$ cat src/rtl/rv_ctrl_pkg.sv
// Shared types and encodings for the multicycle RV32I controller.
// Covers the state enum, opcode constants, datapath select codes and the immediate-format helper.
`timescale 1ns/1ps
package rv_ctrl_pkg;

  typedef enum logic [3:0] {
    FETCH, DECODE, MEMADR, MEMREAD, MEMWB, MEMWRITE,
    EXECR, EXECI, ALUWB, BEQ, JAL, TRAP
  } state_t;

  localparam logic [6:0] OP_LW  = 7'b0000011;
  localparam logic [6:0] OP_SW  = 7'b0100011;
  localparam logic [6:0] OP_R   = 7'b0110011;
  localparam logic [6:0] OP_I   = 7'b0010011;
  localparam logic [6:0] OP_BEQ = 7'b1100011;
  localparam logic [6:0] OP_JAL = 7'b1101111;

  localparam logic [1:0] SRCA_PC    = 2'b00;
  localparam logic [1:0] SRCA_OLDPC = 2'b01;
  localparam logic [1:0] SRCA_RS1   = 2'b10;

  localparam logic [1:0] SRCB_RS2  = 2'b00;
  localparam logic [1:0] SRCB_IMM  = 2'b01;
  localparam logic [1:0] SRCB_FOUR = 2'b10;

  localparam logic [1:0] ALUOP_ADD   = 2'b00;
  localparam logic [1:0] ALUOP_SUB   = 2'b01;
  localparam logic [1:0] ALUOP_FUNCT = 2'b10;

  localparam logic [1:0] RES_ALUOUT    = 2'b00;
  localparam logic [1:0] RES_RDATA     = 2'b01;
  localparam logic [1:0] RES_ALURESULT = 2'b10;

  localparam logic [1:0] IMM_I = 2'b00;
  localparam logic [1:0] IMM_S = 2'b01;
  localparam logic [1:0] IMM_B = 2'b10;
  localparam logic [1:0] IMM_J = 2'b11;

  function automatic logic [1:0] imm_sel(input logic [6:0] op);
    case (op)
      OP_SW:   return IMM_S;
      OP_BEQ:  return IMM_B;
      OP_JAL:  return IMM_J;
      default: return IMM_I;
    endcase
  endfunction

endpackage

$ cat src/rtl/mem_wait_timer.sv
// Counts consecutive unacknowledged memory-request cycles and flags a timeout.
// A count of MEM_TIMEOUT with the request still pending raises timeout; MEM_TIMEOUT = 0 disables it.
`timescale 1ns/1ps
module mem_wait_timer #(
  parameter int MEM_TIMEOUT = 255
) (
  input  logic clk,
  input  logic rst,
  input  logic waiting,
  input  logic clear,
  output logic timeout
);

  localparam int CW = (MEM_TIMEOUT > 1) ? $clog2(MEM_TIMEOUT + 1) : 1;

  logic [CW-1:0] count_reg, count_next;

  // Saturates instead of wrapping so a disabled timer cannot alias back to zero.
  always_comb begin
    count_next = count_reg;
    if (clear)
      count_next = '0;
    else if (waiting && (count_reg != {CW{1'b1}}))
      count_next = count_reg + CW'(1);
  end

  always_ff @(posedge clk or posedge rst) begin
    if (rst) count_reg <= '0;
    else     count_reg <= count_next;
  end

  generate
    if (MEM_TIMEOUT == 0) begin : g_no_timeout
      assign timeout = 1'b0;
    end else begin : g_timeout
      assign timeout = waiting && (count_reg == CW'(MEM_TIMEOUT));
    end
  endgenerate

endmodule

$ cat src/rtl/multicycle_controller.sv
// Sequencing FSM for the multicycle RV32I core: datapath selects, write strobes and memory handshake.
// Moore outputs from state, except the ready-qualified strobes, pc_write (zero) and imm_src (opcode).
`timescale 1ns/1ps
module multicycle_controller
  import rv_ctrl_pkg::*;
#(
  parameter int MEM_TIMEOUT = 255
) (
  input  logic       clk,
  input  logic       rst,
  input  logic [6:0] opcode,
  input  logic       zero,
  input  logic       mem_ready,
  output logic       mem_req,
  output logic       mem_write,
  output logic       adr_src,
  output logic       ir_write,
  output logic       pc_write,
  output logic       reg_write,
  output logic [1:0] alu_src_a,
  output logic [1:0] alu_src_b,
  output logic [1:0] alu_op,
  output logic [1:0] result_src,
  output logic [1:0] imm_src,
  output logic       trap
);

  state_t state_reg, state_next;
  logic   req_c, write_c, irw_c, pc_update, branch, regw_c, timeout;

  always_ff @(posedge clk or posedge rst) begin
    if (rst) state_reg <= FETCH;
    else     state_reg <= state_next;
  end

  always_comb begin
    state_next = state_reg;
    req_c      = 1'b0;
    write_c    = 1'b0;
    irw_c      = 1'b0;
    pc_update  = 1'b0;
    branch     = 1'b0;
    regw_c     = 1'b0;
    adr_src    = 1'b0;
    alu_src_a  = SRCA_PC;
    alu_src_b  = SRCB_RS2;
    alu_op     = ALUOP_ADD;
    result_src = RES_ALUOUT;
    case (state_reg)
      FETCH: begin
        req_c      = 1'b1;
        alu_src_b  = SRCB_FOUR;
        result_src = RES_ALURESULT;
        if (mem_ready) begin
          irw_c      = 1'b1;
          pc_update  = 1'b1;
          state_next = DECODE;
        end else if (timeout) begin
          state_next = TRAP;
        end
      end
      DECODE: begin
        alu_src_a = SRCA_OLDPC;
        alu_src_b = SRCB_IMM;
        case (opcode)
          OP_LW, OP_SW: state_next = MEMADR;
          OP_R:         state_next = EXECR;
          OP_I:         state_next = EXECI;
          OP_BEQ:       state_next = BEQ;
          OP_JAL:       state_next = JAL;
          default:      state_next = TRAP;
        endcase
      end
      MEMADR: begin
        alu_src_a  = SRCA_RS1;
        alu_src_b  = SRCB_IMM;
        state_next = (opcode == OP_SW) ? MEMWRITE : MEMREAD;
      end
      MEMREAD: begin
        req_c   = 1'b1;
        adr_src = 1'b1;
        if (mem_ready)    state_next = MEMWB;
        else if (timeout) state_next = TRAP;
      end
      MEMWB: begin
        result_src = RES_RDATA;
        regw_c     = 1'b1;
        state_next = FETCH;
      end
      MEMWRITE: begin
        req_c   = 1'b1;
        write_c = 1'b1;
        adr_src = 1'b1;
        if (mem_ready)    state_next = FETCH;
        else if (timeout) state_next = TRAP;
      end
      EXECR: begin
        alu_src_a  = SRCA_RS1;
        alu_op     = ALUOP_FUNCT;
        state_next = ALUWB;
      end
      EXECI: begin
        alu_src_a  = SRCA_RS1;
        alu_src_b  = SRCB_IMM;
        alu_op     = ALUOP_FUNCT;
        state_next = ALUWB;
      end
      ALUWB: begin
        regw_c     = 1'b1;
        state_next = FETCH;
      end
      BEQ: begin
        alu_src_a  = SRCA_RS1;
        alu_op     = ALUOP_SUB;
        branch     = 1'b1;
        state_next = FETCH;
      end
      JAL: begin
        alu_src_a  = SRCA_OLDPC;
        alu_src_b  = SRCB_FOUR;
        pc_update  = 1'b1;
        state_next = ALUWB;
      end
      TRAP:    state_next = TRAP;
      default: state_next = TRAP;
    endcase
  end

  mem_wait_timer #(.MEM_TIMEOUT(MEM_TIMEOUT)) u_timer (
    .clk     (clk),
    .rst     (rst),
    .waiting (req_c & ~mem_ready),
    .clear   (mem_ready | (state_next != state_reg)),
    .timeout (timeout)
  );

  // Strobes are forced low during reset so a held FETCH state cannot issue a request.
  assign mem_req   = req_c   & ~rst;
  assign mem_write = write_c & ~rst;
  assign ir_write  = irw_c   & ~rst;
  assign reg_write = regw_c  & ~rst;
  assign pc_write  = (pc_update | (branch & zero)) & ~rst;
  assign imm_src   = imm_sel(opcode);
  assign trap      = (state_reg == TRAP);

endmodule

$ cat config.mk
export PLATFORM = sky130hd
export DESIGN_NAME = multicycle_controller
export DESIGN_NICKNAME = d
export VERILOG_FILES = /design/src/rtl/rv_ctrl_pkg.sv /design/src/rtl/mem_wait_timer.sv /design/src/rtl/multicycle_controller.sv
export SDC_FILE = /design/constraint.sdc
export NUM_CORES = 1
export LEC_CHECK = 0
export CAP_MARGIN = 20
export CORE_MARGIN = 2
export CORE_UTILIZATION = 53
export CTS_CLUSTER_DIAMETER = 40
export DETAILED_ROUTE_END_ITERATION = 8
export GPL_ROUTABILITY_DRIVEN = 0
export GPL_TIMING_DRIVEN = 0
export PLACE_DENSITY = 0.84
export SLEW_MARGIN = 20
export SYNTH_ARGS = -nofsm -noshare
export SYNTH_HDL_FRONTEND = slang
export SYNTH_SLANG_ARGS = --single-unit
$ cat constraint.sdc
create_clock -name clk -period 3.3 [get_ports clk]
set_clock_uncertainty 0.2 [all_clocks]
set_input_delay 0.99 -clock clk [delete_from_list [all_inputs] [get_ports clk]]
set_output_delay 0.99 -clock clk [all_outputs]
set_load 0.01 [all_outputs]
# After elaboration in Yosys (flattened, before gate mapping)
# Cells that the tools add are included.
[word_totals]
reg_bits = 12
input_bits = 11
out_inout_bits = 17
elab_cells = 71
[op_classes]
addsub = 1
n_eq_ne = 20
mux = 22
bitwise = 11
n_reduce_logical = 15
[op_table]
columns = ["op", "count"]
rows = [
  ["one-hot mux 4 bit (7 select lines)", 1],
  ["one-hot mux 4 bit (5 select lines)", 1],
  ["equality test 4 x 3 -> 1 bit (second input constant)", 4],
  ["equality test 4 bit (second input constant)", 4],
  ["two-way mux 4 bit", 4],
  ["two-way mux 8 bit", 2],
  ["one-hot mux 2 bit (2 select lines)", 4],
  ["equality test 7 x 6 -> 1 bit (second input constant)", 2],
  ["equality test 7 bit (second input constant)", 2],
  ["OR reduction 2 bit", 6],
  ["OR reduction 3 bit", 4],
  ["adder 8 x 1 -> 8 bit (second input constant)", 1],
  ["equality test 4 x 2 -> 1 bit (second input constant)", 2],
  ["equality test 8 bit (second input constant)", 1],
  ["inequality test 8 bit (second input constant)", 1],
  ["AND 1 bit", 7],
  ["equality test 7 x 2 -> 1 bit (second input constant)", 1],
  ["equality test 7 x 5 -> 1 bit (second input constant)", 1],
  ["two-way mux 1 bit", 7],
  ["one-hot mux 2 bit (3 select lines)", 1],
  ["equality test 4 x 1 -> 1 bit (second input constant)", 1],
  ["zero test 4 bit", 1],
  ["inequality test 4 bit", 1],
  ["OR reduction 4 bit", 1],
  ["6 further kinds", 9],
]

# Depth between registers and ports, before layout
[depth]
ltp_word = 11
mapped_depth = 7

# By module
# A second synthesis with hierarchy kept.
[hier_totals]
hier_cells = 159
hier_area_um2 = 1223.7
[modules_own_cells]
columns = ["mod", "instances", "cells_per_inst", "area_each_um2"]
rows = [
  ["multicycle_controller", 1, 110, 729.4],
  ["mem_wait_timer", 1, 49, 494.2],
]

# Worst setup path after synthesis
# No wires, ideal clock.
[synth_path]
kind = "register to output"
start = "register state_reg[2]"
end = "output reg_write"
t_arrival_ns = 1.711
t_required_ns = 2.110
path_slack_ns = 0.399
path_stages_with_launch = 5
n_path_buf = 2
cell_sequence = "dfrtp_1 -> clkbuf_1 -> clkbuf_1 -> nand2_1 -> a2111oi_0"
[synth_via]
elab_chain_len = 4
[synth_rtl]
columns = ["item", "line_no", "source"]
rows = [
  ["from (decl)", "multicycle_controller.sv:28", "state_t state_reg, state_next;"],
  ["from (signal assigned)", "multicycle_controller.sv:33", "else state_reg <= state_next;"],
  ["equality test 4 bit / equality test 4 x 3 -> 1 bit (equally long branches)", "multicycle_controller.sv:49", "case (state_reg)"],
  ["OR reduction 2 bit (no line) (*)", "-", ""],
  ["two-way mux 1 bit (*)", "multicycle_controller.sv:49", ""],
  ["AND 1 bit (*)", "multicycle_controller.sv:141", "assign reg_write = regw_c & ~rst;"],
  ["to (decl)", "multicycle_controller.sv:19", "output logic reg_write,"],
]
# Every way passes the cells marked *; elsewhere a longest branch is shown, timed or not.

# Worst setup path in the final report
[layout_path]
start = "input rst"
end = "output reg_write"
[layout_via]
elab_chain_len = 2
[layout_rtl]
columns = ["item", "line_no", "source"]
rows = [
  ["from (decl)", "multicycle_controller.sv:10", "input logic rst,"],
  ["NOT 1 bit", "multicycle_controller.sv:141", ""],
  ["AND 1 bit", "multicycle_controller.sv:141", ""],
]
# No other way between the ends.

==> impl_metrics.csv <==
group,metric,value,unit
global_route,first_global_vias,1256,
timing,clock.fmax,0.305,GHz
power,fin_total_pwr,1.17,mW
synthesis,synth_top_family_by_area,"simple AND/OR/NAND/NOR gates",
clocking,cts_sinks,12,
setup_path,critPathMaxFanout,6,
hold_path,hold-path-cell-count,2,
synthesis,synth_top_area_share,25.2,%
timing,finalHoldViolCount,0,
synthesis,synth_compound_area_share,24.5,%
hold_path,hold_end,"u_timer.count_reg[6]",
synthesis,ys.flop_type,"dfrtp_1",
setup_path,rr_worst_depth,6,
setup_path,end_kind,"output pin",
placed_design,dpl.cell_count,208,
floorplanning,die_area,2640,um2
timing,slew_violations,0,
job,maxCapViolations,0,
synthesis,muxShareOfSynthArea,0.840,%
synthesis,syn_inst,153,
floorplanning,initial_core_util,54.9,%
power,p_leak,0.596,nW
route,postRouteAntennaNets,0,
route,via_per_inst,6.35,
synthesis,ys_seq_area_share,25.2,%
setup_path,rrSetupSlack,0.98,ns
synthesis,yosysWarnings,0,
timing,worst_pin_slew,0.803,ns
route,first_iter_violations,42,
route,first_pass_iters,4,
clocking,htreeDepth,1,
timing,min_period_over_period,99.3,%
status,outcome,"finished, final reports clean",
placed_design,io_buffers,27,
floorplanning,rows,17,
floorplanning,die_y,51.4,um
synthesis,synth_cell_types,50,
clocking,cts_root_buffer,"clkbuf_4",
floorplanning,io-pin-count,28,
timing,maxSlewHeadroom,45.9,%
clocking,cts_tree,"built",
global_route,grt_pass1_wl,5400,um
layout,diodes,0,
layout,final-seq-area,302,um2
synthesis,ys_seq_elements,12,
timing,finalSetupTns,0,ns
clocking,path_clk_slew,0.06,ns
route,wl,3140,um
timing,grt_setup_unrepaired,"yes",
setup_path,rr_endpoint,"u_timer.count_reg[4]",
synthesis,syn_area_per_cell,7.79,um2
power,power_density,766,nW/um2
setup_path,crit_required,2.11,ns
synthesis,synth.largest_area_cell,"dfrtp_1",
setup_path,crit_type,"input port to output pin",
synthesis,synth_edf_count,0,
global_route,grt_max_degree,14,
synthesis,ys_top_cells_by_area,"dfrtp_1 25%, nor3_1 8.0%, xnor2_1 6.6%",
layout,multi_input_area,828,um2
hold_path,hold_class,"flop to flop",
layout,layout_commonest_cell,"nor3_1",
timing,timing.final.ws_setup,0.0235,ns
layout,areaGrowthSynthToFinish,28.0,%
synthesis,synthXorXnorAreaFrac,7.35,%
synthesis,synthAdderAreaFrac,1.05,%
layout,final_nets,197,
clocking,numCtsBuffers,3,
global_route,track_usage,26.4,%
layout,n_fill_cell,184,
floorplanning,die_w,51.4,um
global_route,grt_antenna_before_repair,0,
layout,largest_reg_flops,8,
synthesis,synthesis.area,1190,um2
power,ir_worst_vdd,420,uV
timing,period_minus_slack,3.28,ns
floorplanning,design.core.area,2170,um2
clocking,ctsHoldBuffers,0,
setup_path,reg2reg_from,"state_reg[1]",
synthesis,async_flop_share,100,%
route,vias,1340,
clocking,clkLatencyLatePin,0.26,ns
route,route.detailed.drc,0,
synthesis,synth_nets,165,
layout,drive_above_1_share,14.8,%
setup_path,critPathLaunchType,"input port",
placed_design,hpwlAfterDp,2370,um
setup_path,cp.arrival,2.09,ns
timing,finalSetupViolCount,0,
global_route,overflow,0,
clocking,ctsLongestPathBuffers,2,
layout,instances_no_fill,211,
layout,final_cell_mix,"19 x nor3_1, 14 x nand2_1, 13 x nor2_1",
route,avgRoutedWirePerCell,14.9,um
hold_path,min_from,"u_timer.count_reg[6]",
placed_design,post-place-ws,-0.619,ns
synthesis,synthSimpleGateAreaFrac,35.5,%
worst max-delay path, cell delays in order:
cell and delay (ns):
clkdlybuf4s50_1 0.50, a2111oi_1 0.30, clkdlybuf4s15_1 0.30
how the worst max path moves through the flow:
| stage | start | endpoint |
|---|---|---|
| 3_3_place_gp | opcode[3] | imm_src[0] |
| 2_1_floorplan | state_reg[2] | reg_write |
| 4_1_cts | state_reg[1] | alu_src_b[0] |
| 3_5_place_dp | mem_ready | pc_write |
| 6_report | rst | reg_write |
| 5_1_grt | rst | reg_write |
where the power goes:
group          switching, mW  internal (mW)
Clock                 0.0406         0.0421
Sequential            0.0344          0.172
Combinational          0.503          0.376
Total                  0.578          0.591
layer usage:
layer / vias to the layer above / track usage [%] / wire length, um
li1: 637 / - / -
met1: 642 / 32.1 / 1290
met2: 55 / 47.6 / 1620
met3: 6 / 3.51 / 217
met4: 0 / 8.33 / 16
met5: - / 0 / 0
kinds of logic after synthesis:
logic type	count (synthesis)
AO/OA/AOI/OAI	35
XOR/XNOR	10
adder cells (fa/ha/maj)	1
buffers and inverters	15
flip-flops	12
multiplexers	1
AND/OR/NAND/NOR	79
area by class of cell:
class	instances	area share [%]
repair buffers	29	17.2
clock buffers	3	1.48
flip-flops and latches	12	19.8
well taps	28	2.30
plain buffers	9	3.94
inverters	4	0.984
multi-input cells	126	54.3
through the flow:
step	util, %	hold WS (ns)	instance area [um2]
finish	70.3	0.362	1530
global route	70.3	0.411	1530
CTS	69.9	0.365	1520
detailed placement	69.0	0.348	1500
global placement	69.0	0.344	1500
floorplan	-	0.324	1190
cells in the mapped netlist (2+ instances only):
cell type  count
nor3_1        19
nor2_1        14
nand2b_1       2
o22ai_1        2
a211oi_1       2
a21oi_1        9
nand4_1        3
and3_1         3
o21ai_0        4
buf_1          2
nor3b_1        2
a31oi_1        2
nand3_1        5
dfrtp_1       12
xnor2_1        9
inv_1          4
nor2b_1        3
clkbuf_1       6
a2111oi_0      3
nor4_1         4
nand2_1       14
timing repair:
action,4_1_cts,5_1_grt
pin swaps,1,1
resized for setup,31,12
buffers inserted,1,1
setup endpoints to repair,16,13
(Power assumes the default switching activity.)
